File: src/rtl/bypass_scoreboard_pkg.sv
// Shared types for the bypass scoreboard: the per-stage entry record and the zero register.
package bypass_scoreboard_pkg;

    // Entry fields are sized to these ceilings so one typedef serves every
    // parametrisation; instances zero-extend their narrower AW/SW values.
    localparam int SB_AW_MAX = 8;
    localparam int SB_SW_MAX = 8;

    localparam logic [SB_AW_MAX-1:0] ZERO_REG = '0;

    typedef struct packed {
        logic                 valid;
        logic [SB_AW_MAX-1:0] waddr;
        logic [SB_SW_MAX-1:0] rdy_stage;
    } ScoreEntry;

endpackage

File: src/rtl/bypass_port.sv
// One decode read port: youngest-match search over the scoreboard, ready check and operand select.
module bypass_port
    import bypass_scoreboard_pkg::*;
#(
    parameter int XLEN  = 32,
    parameter int AW    = 5,
    parameter int DEPTH = 3
) (
    input  ScoreEntry [DEPTH-1:0] entries,
    input  logic                  rd_en,
    input  logic [AW-1:0]         rd_addr,
    input  logic [XLEN-1:0]       rf_rdata,
    input  logic [DEPTH*XLEN-1:0] stage_data,
    output logic [XLEN-1:0]       rd_data,
    output logic                  not_ready
);

    logic                 hit;
    logic                 hit_rdy;
    logic [XLEN-1:0]      hit_data;
    logic [SB_AW_MAX-1:0] addr_ext;

    assign addr_ext = SB_AW_MAX'(rd_addr);

    // Scan oldest to youngest so the lowest-index match is the one left standing.
    always_comb begin
        hit      = 1'b0;
        hit_rdy  = 1'b0;
        hit_data = '0;
        for (int k = DEPTH - 1; k >= 0; k--) begin
            if (rd_en && addr_ext != ZERO_REG && entries[k].valid &&
                entries[k].waddr == addr_ext) begin
                hit      = 1'b1;
                hit_rdy  = (entries[k].rdy_stage <= SB_SW_MAX'(k));
                hit_data = stage_data[k*XLEN +: XLEN];
            end
        end
    end

`ifdef BYPASS_EN
    assign not_ready = hit & ~hit_rdy;
    assign rd_data   = (hit && hit_rdy) ? hit_data : rf_rdata;
`else
    logic unused_fwd;
    assign unused_fwd = ^{hit_rdy, hit_data};
    // Without forwarding, the consumer waits until the producer has left writeback.
    assign not_ready  = hit;
    assign rd_data    = rf_rdata;
`endif

endmodule

File: src/rtl/bypass_scoreboard.sv
// Operand-forwarding / hazard-tracking scoreboard between decode and writeback.
// Define BYPASS_EN for forwarding; otherwise any in-flight match stalls decode.
module bypass_scoreboard
    import bypass_scoreboard_pkg::*;
#(
    parameter int XLEN     = 32,
    parameter int AW       = 5,
    parameter int DEPTH    = 3,
    parameter int NUM_READ = 2,
    parameter int SW       = $clog2(DEPTH),
    parameter int CW       = 16
) (
    input  logic                     clk,
    input  logic                     reset,
    input  logic                     dec_valid,
    input  logic                     dec_wen,
    input  logic [AW-1:0]            dec_waddr,
    input  logic [SW-1:0]            dec_rdy_stage,
    input  logic [NUM_READ-1:0]      rd_en,
    input  logic [NUM_READ*AW-1:0]   rd_addr,
    input  logic [NUM_READ*XLEN-1:0] rf_rdata,
    input  logic [DEPTH*XLEN-1:0]    stage_data,
    input  logic                     freeze,
    input  logic [DEPTH-1:0]         kill,
    output logic [NUM_READ*XLEN-1:0] rd_data,
    output logic                     stall,
    output logic [SW:0]              inflight,
    output logic [CW-1:0]            stall_cnt
);

    logic [DEPTH-1:0]         valid_q, valid_d;
    logic [DEPTH-1:0][AW-1:0] waddr_q, waddr_d;
    logic [DEPTH-1:0][SW-1:0] rdy_q, rdy_d;
    logic                     issue;
    logic [NUM_READ-1:0]      port_wait;
    ScoreEntry [DEPTH-1:0]    entries;

    function automatic logic [SW-1:0] clamp_stage(input logic [SW-1:0] s);
        if (int'(s) >= DEPTH) return SW'(DEPTH - 1);
        return s;
    endfunction

    function automatic logic [CW-1:0] sat_inc(input logic [CW-1:0] c);
        return (&c) ? c : c + CW'(1);
    endfunction

    assign issue = dec_valid & dec_wen & ~stall & ~freeze;

    // Kill is applied to the current entries before the shift, so a kill of
    // entry 0 never touches the instruction being issued this cycle.
    always_comb begin
        valid_d = valid_q & ~kill;
        waddr_d = waddr_q;
        rdy_d   = rdy_q;
        if (!freeze) begin
            for (int k = DEPTH - 1; k > 0; k--) begin
                valid_d[k] = valid_d[k-1];
                waddr_d[k] = waddr_d[k-1];
                rdy_d[k]   = rdy_d[k-1];
            end
            valid_d[0] = issue;
            waddr_d[0] = dec_waddr;
            rdy_d[0]   = clamp_stage(dec_rdy_stage);
        end
    end

    // Stage register: valid bits and the stall counter are control; tags are not reset.
    always_ff @(posedge clk) begin
        if (reset) begin
            valid_q   <= '0;
            stall_cnt <= '0;
        end else begin
            valid_q <= valid_d;
            if (stall && !freeze) stall_cnt <= sat_inc(stall_cnt);
        end
    end

    always_ff @(posedge clk) begin
        waddr_q <= waddr_d;
        rdy_q   <= rdy_d;
    end

    always_comb begin
        entries  = '0;
        inflight = '0;
        for (int k = 0; k < DEPTH; k++) begin
            entries[k].valid     = valid_q[k];
            entries[k].waddr     = SB_AW_MAX'(waddr_q[k]);
            entries[k].rdy_stage = SB_SW_MAX'(rdy_q[k]);
            inflight             = inflight + (SW+1)'(valid_q[k]);
        end
    end

    for (genvar i = 0; i < NUM_READ; i++) begin : g_port
        bypass_port #(
            .XLEN (XLEN),
            .AW   (AW),
            .DEPTH(DEPTH)
        ) u_port (
            .entries   (entries),
            .rd_en     (rd_en[i]),
            .rd_addr   (rd_addr[i*AW +: AW]),
            .rf_rdata  (rf_rdata[i*XLEN +: XLEN]),
            .stage_data(stage_data),
            .rd_data   (rd_data[i*XLEN +: XLEN]),
            .not_ready (port_wait[i])
        );
    end

    // A bubble in decode never needs to wait.
    assign stall = dec_valid & (|port_wait);

endmodule

File: config.mk
export PLATFORM = sky130hd
export DESIGN_NAME = bypass_scoreboard
export DESIGN_NICKNAME = d
export VERILOG_FILES = /design/src/rtl/bypass_scoreboard_pkg.sv /design/src/rtl/bypass_port.sv /design/src/rtl/bypass_scoreboard.sv
export SDC_FILE = /design/constraint.sdc
export NUM_CORES = 1
export LEC_CHECK = 0
export CAP_MARGIN = 10
export CORE_MARGIN = 8
export CORE_UTILIZATION = 28
export CTS_CLUSTER_SIZE = 10
export DETAILED_ROUTE_END_ITERATION = 8
export HOLD_SLACK_MARGIN = 0.08
export PLACE_DENSITY = 0.93
export REMOVE_ABC_BUFFERS = 1
export SLEW_MARGIN = 20
export SYNTH_ARGS = -nofsm -noshare
export SYNTH_HDL_FRONTEND = slang
export SYNTH_SLANG_ARGS = --single-unit
File: constraint.sdc
create_clock -name clk -period 2.7 [get_ports clk]
set_input_delay 0.54 -clock clk [delete_from_list [all_inputs] [get_ports clk]]
set_output_delay 0.54 -clock clk [all_outputs]
set_load 0.005 [all_outputs]
==> flow_summary.ini, run 1 <==
[cells_and_area]
area_delta_synth_final_pct = 12.2
antenna_cells = 0
regArea_sq_um = 831
final_nets = 438
multi_input_area_sq_mm = 0.00103
final_cell_area_sq_mm = 0.00267
fill_cells = 791
layout-drive-gt1-share = 0.176

[route]
viasPerCell = 5.30
drc = 0
vias = 1880
drt-initial-drc-count = 141
drt_first_pass_iters = 4
wl_per_cell_microns = 29.6
wl_mm = 10.5
ant_nets = 0

[floorplan]
io_pins = 271
die_y_microns = 108
num_rows = 33
initial_core_util = 0.290
core-area_sq_mm = 0.00822
die_x_microns = 108
die_area_sq_mm = 0.0117

[sta]
setup_slack_ps = 28.7
period_minus_slack_ps = 2670
drv_slew = 0
setup_viol = 0
rsz0062_at_grt = yes
worstMarginPinSlew_ps = 604
skew_ps = 7.99
clock.fmax_ghz = 0.374
slew-limit-headroom = 0.597
finalCritPeriodShare = 0.989
hold_violations = 0

[clocking]
htree_levels = 2
cts_made_buffers = 5
ctsLongestPathBuffers = 2
worstSkewPairLatency_ps = 300
root_buffer = clkbuf_8
clk_pin_slew_ps = 80
cts_tree = yes
clkSinkCount = 34

[logic_synthesis]
synth_compound_area_frac = 0.0736
synthMuxAreaShare = 0.0326
synth_cell_type_count = 50
synth_top_family_by_area = buffers and inverters
ys_seq_area_frac = 0.349
ys_async_sr_fraction = 0
synth_top_cells_by_area = buf_4 20%, edfxtp_1 19%, dfxtp_1 16%
syn_inst = 254
synthesis.area_sq_mm = 0.00238
synth-edff-count = 15
ys.warnings.count = 0
yosys_register_bits = 34
synth-xor-area-share = 0.121
synth-main-ff-cell = dfxtp_1
synth_fa_ha_area_frac = 0.0137
yosys.area.top_type_share = 0.205
synth_most_common_cell = buf_4
yosys.area.top_type = buf_4
synth.avg_cell_area_sq_um = 9.37
synth_common_cells = 65 x buf_4, 24 x xor2_1, 19 x dfxtp_1, 19 x nor2_1, 15 x edfxtp_1
yosys.area_share.simple = 0.180

[placed_design]
placed_area_sq_mm = 0.00252
gp_congestion = 0.862
dpl_worst_slack_ps = -608
dp_hpwl_mm = 8.21
numPortBuffers = 43

[power_and_ir_drop]
intPower_uw = 897
p_sw_uw = 282
pwr-share-clk = 0.407
comb_power_share = 0.107
swShare = 0.239
p_total_uw = 1180
power.leakage_uw = 0.00102
irDropWorstVdd_mv = 0.470
p_per_area_mw_per_mm2 = 441
p_seq_frac = 0.486

[worst_setup_path]
crit_end = stall
reg2reg_slack_ps = 240
required_ps = 2160
ff2ff_path_depth = 8
end_kind = primary output
setup.worst_path.class = in2out
crit_path_start_kind = primary input
cp_max_fo = 4
r2r_start = stall_cnt[0]
r2r-end = stall_cnt[9]
startpoint = rd_addr[7]
arrival_ps = 2130

[global_routing]
grt_max_degree = 29
antenna_found_initial = 0
grt_pass1_vias = 1885
grt_use_total = 0.174
overflow = 0
grt_pass1_wl_mm = 14.1

[status]
status = finished clean

[hold_path]
hold_class = reg2reg
min_from = entries[29]

[flow_run]
drv_cap = 0
-- metal layers --
metal	part of all wire	wire [microns]	GRT usage
met5	0.011	113	0.109
met4	0.011	112	0.0396
met3	0.21	2220	0.168
met2	0.38	3950	0.214
met1	0.39	4100	0.198
-- sequential cells by signal, summed over array words and instances, names as in the netlist --
| name | count |
|---|---|
| stall_cnt | 16 |
| entries | 15 |
| valid_q | 3 |
-- area by class of cell --
class	count	area share
clock buffers	5	0.0257
clock inverters	3	0.0169
repair buffers	59	0.202
well taps	105	0.0492
flip-flops and latches	34	0.311
inverters	7	0.00983
multi-input cells	142	0.386
-- per-stage QoR --
| step | cells | hold slack, ps | utilization | setup TNS [ps] |
|---|---|---|---|---|
| detailed placement | 344 | 506 | 0.307 | -4580 |
| global route | 355 | 535 | 0.325 | -6.86 |
| global placement | 344 | 497 | 0.307 | -2720 |
| finish | 355 | 514 | 0.325 | 0 |
| CTS | 354 | 519 | 0.322 | 0 |
| floorplan | 183 | 491 | - | 0 |
-- cells by family (layout without fill, tap and decap cells) --
logic type               count (synthesis)  in the layout
buffers and inverters                   78             74
AND/OR/NAND/NOR                         75             75
flip-flops                              34             34
XOR/XNOR                                33             33
AO/OA/AOI/OAI                           24             24
multiplexers                             7              7
adder cells (fa/ha/maj)                  2              2
other                                    1              1
-- worst max-delay path, cell delays in order --
cell           delay (ps)
dlygate4sd2_1         310
xor2_1                170
nor4_1                360
and3_2                260
nor3_1                 50
o22ai_1               170
and2_1                150
buf_2                 120
-- how the worst min path moves through the flow --
stage,endpoint,slack [ps],depth (start not counted)
detailed placement,entries[27],510,0
finish,entries[46],510,0
global route,entries[46],530,0
CTS,entries[46],520,0
global placement,entries[45],500,0
floorplan,entries[27],490,0
-- power groups by stage --
stage          clock network [uW]  registers, uW  logic, uW
2_1_floorplan                   0            581       48.1
3_5_place_dp                    0            585        122
5_1_grt                       505            576        136
4_1_cts                       484            573        122
6_report                      480            574        126
3_3_place_gp                    0            583        118
-- layout by cell type, fill, tap and decap left out, drive strengths merged, types with 3 or more instances in the layout --
master,count
dfxtp,19
xor2,24
nor2b,6
nand3,6
nor2,19
buf,17
nand2,7
dlygate4sd2,8
a21oi,6
and2,4
nor3,3
and4,4
nand4,4
clkdlybuf4s50,33
mux2,6
inv,7
xnor2,9
nor4,6
edfxtp,15
and3,8
clkbuf,5
-- timing repair --
| action | CTS | global route |
|---|---|---|
| gates resized for setup | 17 | 5 |
| hold buffers | 0 | 0 |
| setup endpoints to repair | 13 | 3 |
| buffers inserted | 2 | 1 |
| pin swaps | 8 | 5 |
| cloned | 0 | 0 |
| endpoints found under the hold margin | 0 | 0 |
No activity file was read; power rests on OpenSTA's default activity.
==> inputs of run 2 (changes only) <==
CORE_AREA = 4 4 103 105   (was unset)
CORE_MARGIN = unset   (was 8)
CORE_UTILIZATION = unset   (was 28)
DIE_AREA = 0 0 107 109   (was unset)
PLACE_DENSITY = 0.7   (was 0.93)
==> run 2 against run 1 <==
Register-to-register slack improved by 60 ps. Final area up 5.2%. Highest routed layer unchanged. First-iteration DRC count is 60% lower. Non-clock buffer count increased by 10. Utilization is 3.3 points lower. Maximum frequency increased by 2.8%. Largest cell class unchanged.
==> flow_summary.ini, run 2 (synthesis gave the netlist of run 1 again) <==
[clocking]
worstSkewPairLatency_ps = 290
htree_levels = 2
ctsLongestPathBuffers = 2
cts_hold_buf = 0
cts_tree = yes
root_buffer = clkbuf_8
cts_made_buffers = 5
clkSinkCount = 34
clk_pin_slew_ps = 70

[cells_and_area]
max_flop_register = stall_cnt
largest_reg_flops = 16
final_nets = 448
fill_cells = 1019
antenna_cells = 0
reg.largest.list = stall_cnt (16), entries (15), valid_q (3)
final_cell_mix = 32 x clkdlybuf4s50_1, 25 x buf_4, 24 x xor2_1
final_common_cell = clkdlybuf4s50_1
area_delta_synth_final_pct = 18.1
layout-drive-gt1-share = 0.223
utilization = 0.292
regArea_sq_um = 831
multi_input_area_sq_mm = 0.00104

[worst_setup_path]
r2r-end = stall_cnt[3]
cp_max_fo = 4
crit_path_start_kind = primary input
setup.worst_path.class = in2out
required_ps = 2160
reg2reg_slack_ps = 300
r2r_start = entries[25]
end_kind = primary output
ff2ff_path_depth = 10
arrival_ps = 2060

[hold_path]
hold_class = reg2reg
min_from = entries[26]
hold_path_end = entries[43]
hold_path_depth = 0

[route]
drc = 0
drt_first_pass_iters = 4
viasPerCell = 4.67
vias = 1834
routedLengthMet1_mm = 4.18
drt-initial-drc-count = 56
wl_met2_mm = 3.42
wl_per_cell_microns = 25.2
routed-wl-met3_mm = 2.13
routed.top_layer = met5
wl_mm = 9.90
ant_nets = 0

[placed_design]
dp_hpwl_mm = 8.05
numPortBuffers = 43
dpl_worst_slack_ps = -695
gp_congestion = 0.876

[sta]
hold_violations = 0
drv_slew = 0
clock.fmax_ghz = 0.385
skew_ps = 8.75
setup_viol = 0
worstMarginPinSlew_ps = 580
period_minus_slack_ps = 2600
slew-limit-headroom = 0.603
finalSetupTns_ps = 0
setup_slack_ps = 103
rsz0062_at_grt = no
finalCritPeriodShare = 0.962

[global_routing]
grt_pass1_vias = 1898
overflow = 0
grt_max_degree = 19
grt_use_total = 0.171
antenna_found_initial = 0
grt_pass1_wl_mm = 13.9

[flow_run]
drv_cap = 0

[floorplan]
die_y_microns = 109
die_area_sq_mm = 0.0117
initial_core_util = 0.247
die_x_microns = 107
num_rows = 36
core-area_sq_mm = 0.00964
io_pins = 271

[status]
status = finished clean

[power_and_ir_drop]
power.leakage_uw = 0.00109
irDropWorstVdd_mv = 0.268
p_per_area_mw_per_mm2 = 449
run 2: worst max-delay path: stages:
cell and delay [ps]:
dlygate4sd2_1 300, xor2_1 180, nor4_1 300, and3_2 250, nor3_1 60, o22ai_2 140
and2_4 180, buf_2 110
run 2: cell type report:
| class | count | share of cell area |
|---|---|---|
| sequential | 34 | 0.295 |
| timing repair buffer | 69 | 0.218 |
| multi-input combinational | 142 | 0.370 |
| tap | 133 | 0.0592 |
| clock buffer | 5 | 0.0245 |
| clock inverter | 3 | 0.0245 |
| inverter | 7 | 0.00934 |
run 2: worst max path at each step:
stage / from / end / slack (ps) / cells past startpoint
after floorplan: rd_addr[1] / stall_cnt[11] / 430 / 7
after global placement: rd_addr[5] / stall / -610 / 8
after detailed placement: rd_addr[7] / stall / -690 / 9
after CTS: rd_addr[9] / stall / 10 / 8
after global routing: rd_addr[4] / stall_cnt[5] / 20 / 11
final: rd_addr[4] / stall / 100 / 8
run 2: timing repair:
item | in CTS | in global routing
buffers inserted | 2 | 0
endpoints found under the setup margin | 13 | 5
pin swaps | 8 | 8
gates resized for setup | 21 | 10
run 2: metal layers:
layer / GRT usage / vias to the layer above
li1: - / 820
met1: 0.207 / 862
met2: 0.199 / 141
met3: 0.174 / 9
met4: 0.0420 / 2
met5: 0.0625 / -
run 2: per-stage QoR:
| stage | instance area, sq um | instances | hold slack [ps] | total power, uW |
|---|---|---|---|---|
| after floorplan | 1860 | 183 | 491 | 629 |
| after global placement | 2640 | 383 | 519 | 714 |
| after detailed placement | 2640 | 383 | 525 | 716 |
| after CTS | 2780 | 393 | 542 | 1270 |
| after global routing | 2810 | 393 | 548 | 1320 |
| final | 2810 | 393 | 531 | 1260 |
run 2: power by group:
part           total, uW  internal [uW]  switching [uW]  leakage, uW
Combinational        129           70.6            58.5     0.000726
Sequential           574            557            17.2     0.000300
Clock                559            370             189    0.0000683
Total               1260            997             264      0.00109
==> inputs of run 3 (changes only) <==
CAP_MARGIN = unset   (was 10)
==> results of run 3 <==
The final DEF is identical to that of run 2; final timing and power are the same.
